==> src/rtl/led_fb_write_arbiter.sv <==
`default_nettype none
// ============================================================================
// Module   : led_fb_write_arbiter
// Purpose  : Lets two command requesters share the LED panel frame-buffer
//            write port. req0 is the UART command decoder and req1 is the
//            pattern/scroll engine. Whole commands are granted round-robin and
//            drive one registered write port. The arbiter sequences the
//            multi-cycle clear-all sweeps and the RGB colour register loads.
// Options  : LED_FB_FRAME_SYNC_EN - when defined, requests are accepted only
//            while a frame window is open. frame_start opens the window. The
//            first IDLE cycle with no valid requester closes it.
// Revision : 1.0 - initial release
// ============================================================================
module led_fb_write_arbiter #(
  parameter int NUM_COLS = 16,
  parameter int COL_W    = 4,
  parameter int ROW_W    = 3
) (
  input  logic             clk,
  input  logic             reset_n,
  input  logic             req0_valid,
  output logic             req0_ready,
  input  logic [1:0]       req0_op,
  input  logic [COL_W-1:0] req0_col,
  input  logic [ROW_W-1:0] req0_row,
  input  logic [2:0]       req0_rgb,
  input  logic             req1_valid,
  output logic             req1_ready,
  input  logic [1:0]       req1_op,
  input  logic [COL_W-1:0] req1_col,
  input  logic [ROW_W-1:0] req1_row,
  input  logic [2:0]       req1_rgb,
  input  logic             frame_start,
  output logic             fb_we,
  output logic [COL_W-1:0] fb_col,
  output logic [ROW_W-1:0] fb_row,
  output logic             fb_bit,
  output logic             fb_col_clr,
  output logic             rgb_we,
  output logic [2:0]       rgb_data,
  output logic             grant_id,
  output logic             busy
);

  localparam logic [1:0] OP_SET_PIX = 2'b00;
  localparam logic [1:0] OP_CLR_PIX = 2'b01;
  localparam logic [1:0] OP_CLR_ALL = 2'b10;
  localparam logic [1:0] OP_SET_RGB = 2'b11;

  localparam logic [COL_W-1:0] LAST_COL = COL_W'(NUM_COLS - 1);

  typedef enum logic [0:0] {
    IDLE  = 1'b0,
    SWEEP = 1'b1
  } state_t;

  state_t           state;
  logic             last_grant;
  logic [COL_W-1:0] sweep_col;
  logic             window_open;

  logic             grant0;
  logic             grant1;
  logic             xfer;
  logic             xfer_id;
  logic [1:0]       sel_op;
  logic [COL_W-1:0] sel_col;
  logic [ROW_W-1:0] sel_row;
  logic [2:0]       sel_rgb;

`ifdef LED_FB_FRAME_SYNC_EN
  // The frame window opens on frame_start and closes once the batch has drained.
  always_ff @(posedge clk or negedge reset_n) begin
    if (!reset_n) begin
      window_open <= 1'b0;
    end else if (frame_start) begin
      window_open <= 1'b1;
    end else if (state == IDLE && !req0_valid && !req1_valid) begin
      window_open <= 1'b0;
    end
  end
`else
  // Without frame sync the window is always open and frame_start has no effect.
  logic unused_frame_start;
  assign unused_frame_start = frame_start;
  assign window_open        = 1'b1;
`endif

  // Round-robin grant. A contested cycle goes to the requester that was not granted last.
  always_comb begin
    grant0 = 1'b0;
    grant1 = 1'b0;
    if (state == IDLE && window_open) begin
      if (req0_valid && (!req1_valid || last_grant)) begin
        grant0 = 1'b1;
      end else if (req1_valid) begin
        grant1 = 1'b1;
      end
    end
  end

  assign req0_ready = grant0;
  assign req1_ready = grant1;
  assign xfer       = grant0 | grant1;
  assign xfer_id    = grant1;

  // Route the payload of the granted requester to the output stage.
  always_comb begin
    sel_op  = req0_op;
    sel_col = req0_col;
    sel_row = req0_row;
    sel_rgb = req0_rgb;
    if (grant1) begin
      sel_op  = req1_op;
      sel_col = req1_col;
      sel_row = req1_row;
      sel_rgb = req1_rgb;
    end
  end

  // Command FSM and registered write port. Strobes default low and the addresses hold.
  always_ff @(posedge clk or negedge reset_n) begin
    if (!reset_n) begin
      state      <= IDLE;
      last_grant <= 1'b1;
      sweep_col  <= '0;
      fb_we      <= 1'b0;
      fb_col     <= '0;
      fb_row     <= '0;
      fb_bit     <= 1'b0;
      fb_col_clr <= 1'b0;
      rgb_we     <= 1'b0;
      rgb_data   <= 3'b000;
      grant_id   <= 1'b0;
      busy       <= 1'b0;
    end else begin
      fb_we      <= 1'b0;
      rgb_we     <= 1'b0;
      fb_col_clr <= 1'b0;
      busy       <= 1'b0;
      case (state)
        IDLE: begin
          if (xfer) begin
            last_grant <= xfer_id;
            grant_id   <= xfer_id;
            case (sel_op)
              OP_SET_PIX, OP_CLR_PIX: begin
                fb_we  <= 1'b1;
                fb_col <= sel_col;
                fb_row <= sel_row;
                fb_bit <= (sel_op == OP_SET_PIX);
              end
              OP_CLR_ALL: begin
                state      <= SWEEP;
                sweep_col  <= '0;
                fb_col     <= '0;
                fb_col_clr <= 1'b1;
                busy       <= 1'b1;
              end
              OP_SET_RGB: begin
                rgb_we   <= 1'b1;
                rgb_data <= sel_rgb;
              end
              default: begin
                fb_we <= 1'b0;
              end
            endcase
          end
        end
        SWEEP: begin
          // The column on the port now is the last one, so the sweep ends here without wrapping.
          if (sweep_col == LAST_COL) begin
            state <= IDLE;
          end else begin
            sweep_col  <= sweep_col + COL_W'(1);
            fb_col     <= sweep_col + COL_W'(1);
            fb_col_clr <= 1'b1;
            busy       <= 1'b1;
          end
        end
        default: begin
          state <= IDLE;
        end
      endcase
    end
  end

endmodule
`default_nettype wire

==> config.mk <==
export PLATFORM = sky130hd
export DESIGN_NAME = led_fb_write_arbiter
export DESIGN_NICKNAME = d
export VERILOG_FILES = /design/src/rtl/led_fb_write_arbiter.sv
export SDC_FILE = /design/constraint.sdc
export NUM_CORES = 1
export LEC_CHECK = 0
export ABC_CLOCK_PERIOD_IN_PS = 4050
export CORE_MARGIN = 10
export CORE_UTILIZATION = 65
export DETAILED_ROUTE_END_ITERATION = 7
export DONT_BUFFER_PORTS = 1
export GPL_ROUTABILITY_DRIVEN = 0
export PLACE_DENSITY_LB_ADDON = 0.12
export SETUP_SLACK_MARGIN = 0.5
export SYNTH_ARGS = -nofsm -noshare
export SYNTH_HDL_FRONTEND = slang
export SYNTH_SLANG_ARGS = --single-unit
export TNS_END_PERCENT = 5
==> constraint.sdc <==
create_clock -name clk -period 4.05 [get_ports clk]
set_input_delay 1.0125 -clock clk [delete_from_list [all_inputs] [get_ports clk]]
set_output_delay 1.0125 -clock clk [all_outputs]
set_load 0.005 [all_outputs]
==> run_summary.xml, run 1 <==
<?xml version="1.0" encoding="UTF-8"?>
<metrics>
  <group name="floorplanning">
    <metric name="die-width" unit="µm">63.6</metric>
    <metric name="ios" unit="">47</metric>
    <metric name="start_util" unit="">0.701</metric>
    <metric name="placeableCoreArea" unit="µm²">1760</metric>
    <metric name="die_height" unit="µm">63.6</metric>
    <metric name="std_cell_rows" unit="">15</metric>
    <metric name="design.die.area" unit="µm²">4050</metric>
  </group>
  <group name="drt">
    <metric name="drt_drc_violations_left" unit="">0</metric>
    <metric name="route.antenna.remaining_nets" unit="">0</metric>
    <metric name="drt_iter0_drc" unit="">34</metric>
    <metric name="drt-total-wl" unit="mm">2.80</metric>
    <metric name="drt-vias-per-instance" unit="">6.58</metric>
    <metric name="num_vias" unit="">869</metric>
    <metric name="avgRoutedWirePerCell" unit="µm">21.2</metric>
    <metric name="drt_pre_antenna_iters" unit="">2</metric>
  </group>
  <group name="synthesis">
    <metric name="fraction_of_synthesis_flops_using_an_asynchronous_set_or_reset_pin" unit="">1.00</metric>
    <metric name="yosys.cell_count.top_type" unit="">dfrtp_1</metric>
    <metric name="synth-seq-area-share" unit="">0.406</metric>
    <metric name="mappedNetlistArea" unit="µm²">1240</metric>
    <metric name="synth_top_cells_by_count" unit="">19 x dfrtp_1, 10 x mux2_2, 5 x inv_1, 5 x nor2_1</metric>
    <metric name="yosys_register_bits" unit="">20</metric>
    <metric name="yosys_warnings" unit="">0</metric>
    <metric name="ys_top_cells_by_area" unit="">dfrtp_1 38%, mux2_2 9.1%, mux2_4 3.6%</metric>
    <metric name="synth.top_cell.area_share" unit="">0.385</metric>
    <metric name="dominantRegCellSynth" unit="">dfrtp_1</metric>
    <metric name="synth_area_leader_cell" unit="">dfrtp_1</metric>
    <metric name="synth_fp_nets" unit="">138</metric>
    <metric name="synth-edff-count" unit="">0</metric>
    <metric name="postSynthCellCount" unit="">108</metric>
    <metric name="synthesis.area_per_instance" unit="µm²">11.4</metric>
    <metric name="yosysUniqueCellTypes" unit="">45</metric>
  </group>
  <group name="worst_setup_path">
    <metric name="arrival" unit="ns">1.57</metric>
    <metric name="worst_setup_sp_type" unit="">register</metric>
    <metric name="critical_path_class" unit="">register to output port</metric>
    <metric name="setup_crit_end_kind" unit="">output port</metric>
    <metric name="timing.critical_path.fanout_max" unit="">12</metric>
    <metric name="critical_path_required" unit="ns">3.04</metric>
  </group>
  <group name="worst_hold_path">
    <metric name="worst_hold_path_type" unit="">primary input to async pin</metric>
  </group>
  <group name="power_and_ir_drop">
    <metric name="pwr_density_cell" unit="nW/µm²">675</metric>
    <metric name="cell_internal_pwr" unit="W">0.000529</metric>
    <metric name="power.share.clock" unit="">0.141</metric>
    <metric name="irDropWorstVdd" unit="mV">0.398</metric>
    <metric name="switching_power" unit="W">0.000323</metric>
    <metric name="total_leakage_power" unit="nW">0.554</metric>
    <metric name="p_sw_frac" unit="">0.379</metric>
    <metric name="sequentialPowerShare" unit="">0.455</metric>
    <metric name="power_frac_comb" unit="">0.403</metric>
  </group>
  <group name="clock_tree">
    <metric name="clkSlewWorstSetupHoldPaths" unit="ns">0.12</metric>
    <metric name="cts-buffers-inserted" unit="">3</metric>
    <metric name="clock_tree.htree_level_count" unit="">1</metric>
    <metric name="cts_hold_buffers" unit="">0</metric>
    <metric name="cts.sinks" unit="">20</metric>
    <metric name="worst_skew_pair.late_latency" unit="ns">0.31</metric>
    <metric name="cts_post_setup_buffers_inserted" unit="">0</metric>
    <metric name="max-clock-path-buffers" unit="">2</metric>
    <metric name="clockRootBuffer" unit="">clkbuf_4</metric>
    <metric name="post_cts_resized" unit="">0</metric>
    <metric name="tritoncts" unit="">yes</metric>
  </group>
  <group name="global_routing">
    <metric name="grt_start_max_net_pins" unit="">21</metric>
    <metric name="grt-ovfl-total" unit="">0</metric>
    <metric name="grt_util_all_layers" unit="">0.131</metric>
    <metric name="grt_antenna_before_repair" unit="">0</metric>
    <metric name="grt_pass1_vias" unit="">867</metric>
    <metric name="wire_length_of_the_first_global_routing_pass" unit="mm">4.28</metric>
  </group>
  <group name="flow_run">
    <metric name="cap_viol_max_count" unit="">0</metric>
  </group>
  <group name="run_status">
    <metric name="run_status" unit="">completed</metric>
  </group>
  <group name="timing">
    <metric name="worst_hold_slack" unit="ns">0.380</metric>
    <metric name="timing_max_transition_violations_final" unit="">0</metric>
    <metric name="worst_pin_slew" unit="ns">0.519</metric>
    <metric name="fmax" unit="MHz">387</metric>
    <metric name="final.min_clock_period" unit="ns">2.59</metric>
    <metric name="setup_viols_final" unit="">0</metric>
    <metric name="slew_headroom" unit="">0.654</metric>
    <metric name="final_sum_of_negative_setup_slack" unit="ns">0</metric>
    <metric name="timing.final.hold_violations" unit="">0</metric>
    <metric name="finalCritPeriodShare" unit="">0.639</metric>
    <metric name="final_worst_clock_skew" unit="ns">0.00599</metric>
    <metric name="grt_setup_unrepaired" unit="">no</metric>
  </group>
  <group name="final_layout">
    <metric name="area.sequential" unit="µm²">502</metric>
    <metric name="insertedDiodeCount" unit="">0</metric>
    <metric name="multi_input_comb_area" unit="µm²">674</metric>
    <metric name="layout.nets" unit="">138</metric>
    <metric name="final.fill_count" unit="">149</metric>
    <metric name="area_delta_synth_final" unit="%">2.13</metric>
    <metric name="drive_gt1_frac" unit="">0.318</metric>
  </group>
  <group name="placement">
    <metric name="dp_hpwl" unit="mm">2.19</metric>
    <metric name="io_buffer_count" unit="">0</metric>
  </group>
</metrics>
==> cells in the final DEF (no fill, tap or decap), drive strengths merged, types with 3 or more instances in the layout <==
cell type  count
o211ai         4
and3           3
nand3          4
mux2          15
inv            5
nor3           3
and2           5
a31oi          3
nor2           5
clkbuf         4
nand2          6
nand4          4
dfrtp         19
==> layout make-up <==
type                            count  share of cell area
Clock buffer                        4              0.0287
Inverter                            5              0.0149
Multi-Input combinational cell     78               0.534
Sequential cell                    20               0.397
Tap cell                           25              0.0248
==> sequential cells by signal, indices dropped and copies added, names as in the netlist <==
| signal | flops |
|---|---|
| fb_bit | 1 |
| fb_col | 4 |
| fb_row | 3 |
| fb_we | 1 |
| grant_id | 1 |
| last_grant | 1 |
| rgb_data | 3 |
| rgb_we | 1 |
| state | 1 |
| sweep_col | 4 |
==> power groups by stage <==
stage / registers (W) / clock network [W] / logic (W)
after detailed placement: 0.000395 / 0 / 0.000344
after global placement: 0.000391 / 0 / 0.000332
after floorplan: 0.000357 / 0 / 0.000324
after CTS: 0.000391 / 0.000120 / 0.000346
final: 0.000388 / 0.000121 / 0.000344
after global routing: 0.000403 / 0.000128 / 0.000382
==> critical path: stages (launching register included) <==
cell and delay (ns):
dfrtp_1 0.69, inv_1 0.32, and3_1 0.26
==> cells by family after synthesis <==
group,synth area share
AND/OR/NAND/NOR,0.185
adder cells (fa/ha/maj),0.0101
buffers and inverters,0.0486
multiplexers,0.154
flip-flops,0.406
XOR/XNOR,0.0142
AO/OA/AOI/OAI,0.182
==> through the flow <==
step	util	instances	setup WS (ns)	power (W)	cell area [µm²]
final	0.716	132	1.46	0.000853	1260
after global routing	0.716	132	1.35	0.000913	1260
after CTS	0.716	132	1.46	0.000856	1260
after detailed placement	0.695	128	1.49	0.000739	1230
after global placement	0.695	128	1.50	0.000723	1230
after floorplan	-	108	1.60	0.000682	1240
==> worst paths after layout <==
check,from,end,slack (ns),cells after the start
worst max-delay path,state,req0_ready,1.46,2
worst min-delay path,reset_n,fb_we,0.38,0
worst max register to register,state,fb_col[1],1.90,4
worst min register to register,sweep_col[1],sweep_col[1],0.54,1
max in group asynchronous,reset_n,last_grant,3.50,0
min in group clk,sweep_col[1],sweep_col[1],0.54,1
==> per-layer routing <==
layer | routed length [µm] | global-route usage | vias up
li1 | - | - | 400
met1 | 1100 | 0.148 | 427
met2 | 1330 | 0.205 | 35
met3 | 316 | 0.0724 | 7
met4 | 55 | 0.0437 | 0
met5 | 0 | 0 | -
Note: power is estimated with default switching activity, not from simulation.
==> run 2: changes to the inputs <==
--- a/config.mk
+++ b/config.mk
@@ -5,9 +5,9 @@
 export SDC_FILE = /design/constraint.sdc
 export NUM_CORES = 1
 export LEC_CHECK = 0
-export ABC_CLOCK_PERIOD_IN_PS = 4050
+export ABC_CLOCK_PERIOD_IN_PS = 2200
 export CORE_MARGIN = 10
-export CORE_UTILIZATION = 65
+export CORE_UTILIZATION = 55
 export DETAILED_ROUTE_END_ITERATION = 7
 export DONT_BUFFER_PORTS = 1
 export GPL_ROUTABILITY_DRIVEN = 0
==> constraint.sdc (replaced) <==
create_clock -name clk -period 2.2 [get_ports clk]
set_input_delay 0.55 -clock clk [delete_from_list [all_inputs] [get_ports clk]]
set_output_delay 0.55 -clock clk [all_outputs]
set_load 0.005 [all_outputs]
==> run 2 against run 1 <==
  * First-iteration DRC count is 38% higher
  * Hold slack worse by 0.31 ns
  * Register-to-register slack worse by 1.4 ns
  * Largest cell class unchanged
==> run_summary.xml, run 2 (synthesized netlist as in run 1, its figures left out) <==
<?xml version="1.0" encoding="UTF-8"?>
<metrics>
  <group name="final_layout">
    <metric name="layout.cells.most_common" unit="">dfrtp_1</metric>
    <metric name="postLayoutCellArea" unit="µm²">1390</metric>
    <metric name="final_core_area_utilization" unit="">0.638</metric>
    <metric name="most-common-layout-cells" unit="">19 x dfrtp_1, 10 x mux2_2, 5 x nor2_1, 5 x buf_4</metric>
    <metric name="layout.nets" unit="">147</metric>
    <metric name="insertedDiodeCount" unit="">0</metric>
    <metric name="biggestRegsByFlops" unit="">fb_col x4, sweep_col x4</metric>
    <metric name="drive_gt1_frac" unit="">0.388</metric>
    <metric name="finish.cell_count_without_fillers" unit="">144</metric>
    <metric name="area_delta_synth_final" unit="%">12.0</metric>
  </group>
  <group name="timing">
    <metric name="final_sum_of_negative_setup_slack" unit="ns">0</metric>
    <metric name="final.min_clock_period" unit="ns">1.79</metric>
    <metric name="grt_setup_unrepaired" unit="">yes</metric>
    <metric name="timing_max_transition_violations_final" unit="">0</metric>
    <metric name="slew_headroom" unit="">0.454</metric>
    <metric name="timing.final.hold_violations" unit="">0</metric>
    <metric name="final_worst_clock_skew" unit="ns">0.00304</metric>
    <metric name="setup_viols_final" unit="">0</metric>
    <metric name="worst_pin_slew" unit="ns">0.817</metric>
    <metric name="finalCritPeriodShare" unit="">0.812</metric>
    <metric name="fmax" unit="MHz">560</metric>
  </group>
  <group name="drt">
    <metric name="drt_pre_antenna_iters" unit="">6</metric>
    <metric name="avgRoutedWirePerCell" unit="µm">20.9</metric>
    <metric name="drt_iter0_drc" unit="">47</metric>
    <metric name="drt_drc_violations_left" unit="">0</metric>
    <metric name="drt-vias-per-instance" unit="">6.36</metric>
    <metric name="drt-total-wl" unit="mm">3.01</metric>
    <metric name="num_vias" unit="">916</metric>
    <metric name="route.antenna.remaining_nets" unit="">0</metric>
  </group>
  <group name="worst_setup_path">
    <metric name="timing.critical_path.fanout_max" unit="">6</metric>
    <metric name="arrival" unit="ns">1.24</metric>
    <metric name="critical_path_class" unit="">register to output port</metric>
    <metric name="setup_crit_end_kind" unit="">output port</metric>
    <metric name="critical_path_required" unit="ns">1.65</metric>
    <metric name="worst_setup_sp_type" unit="">register</metric>
  </group>
  <group name="global_routing">
    <metric name="grt_pass1_vias" unit="">960</metric>
    <metric name="grt_start_max_net_pins" unit="">20</metric>
    <metric name="wire_length_of_the_first_global_routing_pass" unit="mm">4.88</metric>
    <metric name="grt_antenna_before_repair" unit="">0</metric>
    <metric name="grt-ovfl-total" unit="">0</metric>
    <metric name="grt_util_all_layers" unit="">0.138</metric>
  </group>
  <group name="floorplanning">
    <metric name="start_util" unit="">0.570</metric>
    <metric name="placeableCoreArea" unit="µm²">2170</metric>
    <metric name="ios" unit="">47</metric>
    <metric name="die_height" unit="µm">67.4</metric>
    <metric name="design.die.area" unit="µm²">4540</metric>
    <metric name="std_cell_rows" unit="">17</metric>
    <metric name="die-width" unit="µm">67.4</metric>
  </group>
  <group name="clock_tree">
    <metric name="clkSlewWorstSetupHoldPaths" unit="ns">0.12</metric>
    <metric name="worst_skew_pair.late_latency" unit="ns">0.30</metric>
    <metric name="clockRootBuffer" unit="">clkbuf_4</metric>
    <metric name="clock_tree.htree_level_count" unit="">1</metric>
    <metric name="tritoncts" unit="">yes</metric>
    <metric name="cts-buffers-inserted" unit="">3</metric>
    <metric name="max-clock-path-buffers" unit="">2</metric>
    <metric name="cts.sinks" unit="">20</metric>
  </group>
  <group name="power_and_ir_drop">
    <metric name="irDropWorstVdd" unit="mV">0.779</metric>
    <metric name="pwr_density_cell" unit="nW/µm²">1280</metric>
    <metric name="sequentialPowerShare" unit="">0.393</metric>
    <metric name="power_frac_comb" unit="">0.437</metric>
    <metric name="switching_power" unit="W">0.000643</metric>
    <metric name="total_leakage_power" unit="nW">0.611</metric>
    <metric name="p_sw_frac" unit="">0.363</metric>
    <metric name="cell_internal_pwr" unit="W">0.00113</metric>
    <metric name="power.share.clock" unit="">0.170</metric>
  </group>
  <group name="flow_run">
    <metric name="cap_viol_max_count" unit="">0</metric>
  </group>
  <group name="placement">
    <metric name="place.detailed.instances" unit="">133</metric>
    <metric name="io_buffer_count" unit="">0</metric>
    <metric name="placement.cell_area" unit="µm²">1240</metric>
    <metric name="dp_hpwl" unit="mm">2.26</metric>
  </group>
  <group name="run_status">
    <metric name="run_status" unit="">completed</metric>
  </group>
  <group name="worst_hold_path">
    <metric name="worst_hold_path_type" unit="">primary input to async pin</metric>
  </group>
</metrics>
## run 2: final cells by class
cell class	count	area (µm²)
Fill cell	180	785
Multi-Input combinational cell	78	702
Sequential cell	20	502
Timing Repair Buffer	9	75.1
Tap cell	28	35.0
Clock inverter	1	30.0
Clock buffer	3	22.5
Inverter	5	18.8
## run 2: power groups by stage
stage	combinational [W]	clock (W)	sequential, W
after floorplan	0.000597	0	0.000658
after detailed placement	0.000689	0	0.000703
after global placement	0.000675	0	0.000697
after global routing	0.000866	0.000323	0.000723
final	0.000776	0.000302	0.000696
after CTS	0.000767	0.000307	0.000701
## run 2: repair_timing
action | 4_1_cts | 5_1_grt
endpoints found under the hold margin | 19 | 0
pin swaps | 1 | 1
gates resized for setup | 7 | 2
gates cloned | 1 | 0
endpoints found under the setup margin | 12 | 14
setup buffers | 5 | 0
hold buffers | 1 | 0
## run 2: through the flow
| step | hold slack [ns] | power, W | setup slack (ns) |
|---|---|---|---|
| after global routing | 0.0556 | 0.00191 | 0.366 |
| after detailed placement | 0.255 | 0.00139 | 0.275 |
| after floorplan | 0.254 | 0.00125 | 0.514 |
| after global placement | 0.255 | 0.00137 | 0.280 |
| after CTS | 0.0663 | 0.00177 | 0.414 |
| final | 0.0730 | 0.00177 | 0.413 |
## run 2: final timing paths
| kind | cells after the start | to | start | slack [ns] |
|---|---|---|---|---|
| max in group asynchronous | 1 | sweep_col[2] | reset_n | 0.92 |
| max reg2reg | 5 | sweep_col[2] | state | 0.47 |
| min | 0 | last_grant | reset_n | 0.07 |
| min in group clk | 2 | rgb_we | req0_op[0] | 0.43 |
| min reg2reg | 1 | sweep_col[3] | sweep_col[3] | 0.54 |
| max | 4 | req0_ready | state | 0.41 |
## run 2: per-layer routing
layer  part of all wire  track usage  vias up
li1                   -            -      415
met1               0.38        0.163      456
met2               0.48        0.212       41
met3               0.12       0.0661        4
met4              0.013       0.0513        0
met5                  0            0        -
## run 2: worst max-delay path: stages, from the launching register on
cell	delay, ns
dfrtp_1	0.44
buf_6	0.17
inv_2	0.06
buf_6	0.09
and3_4	0.18
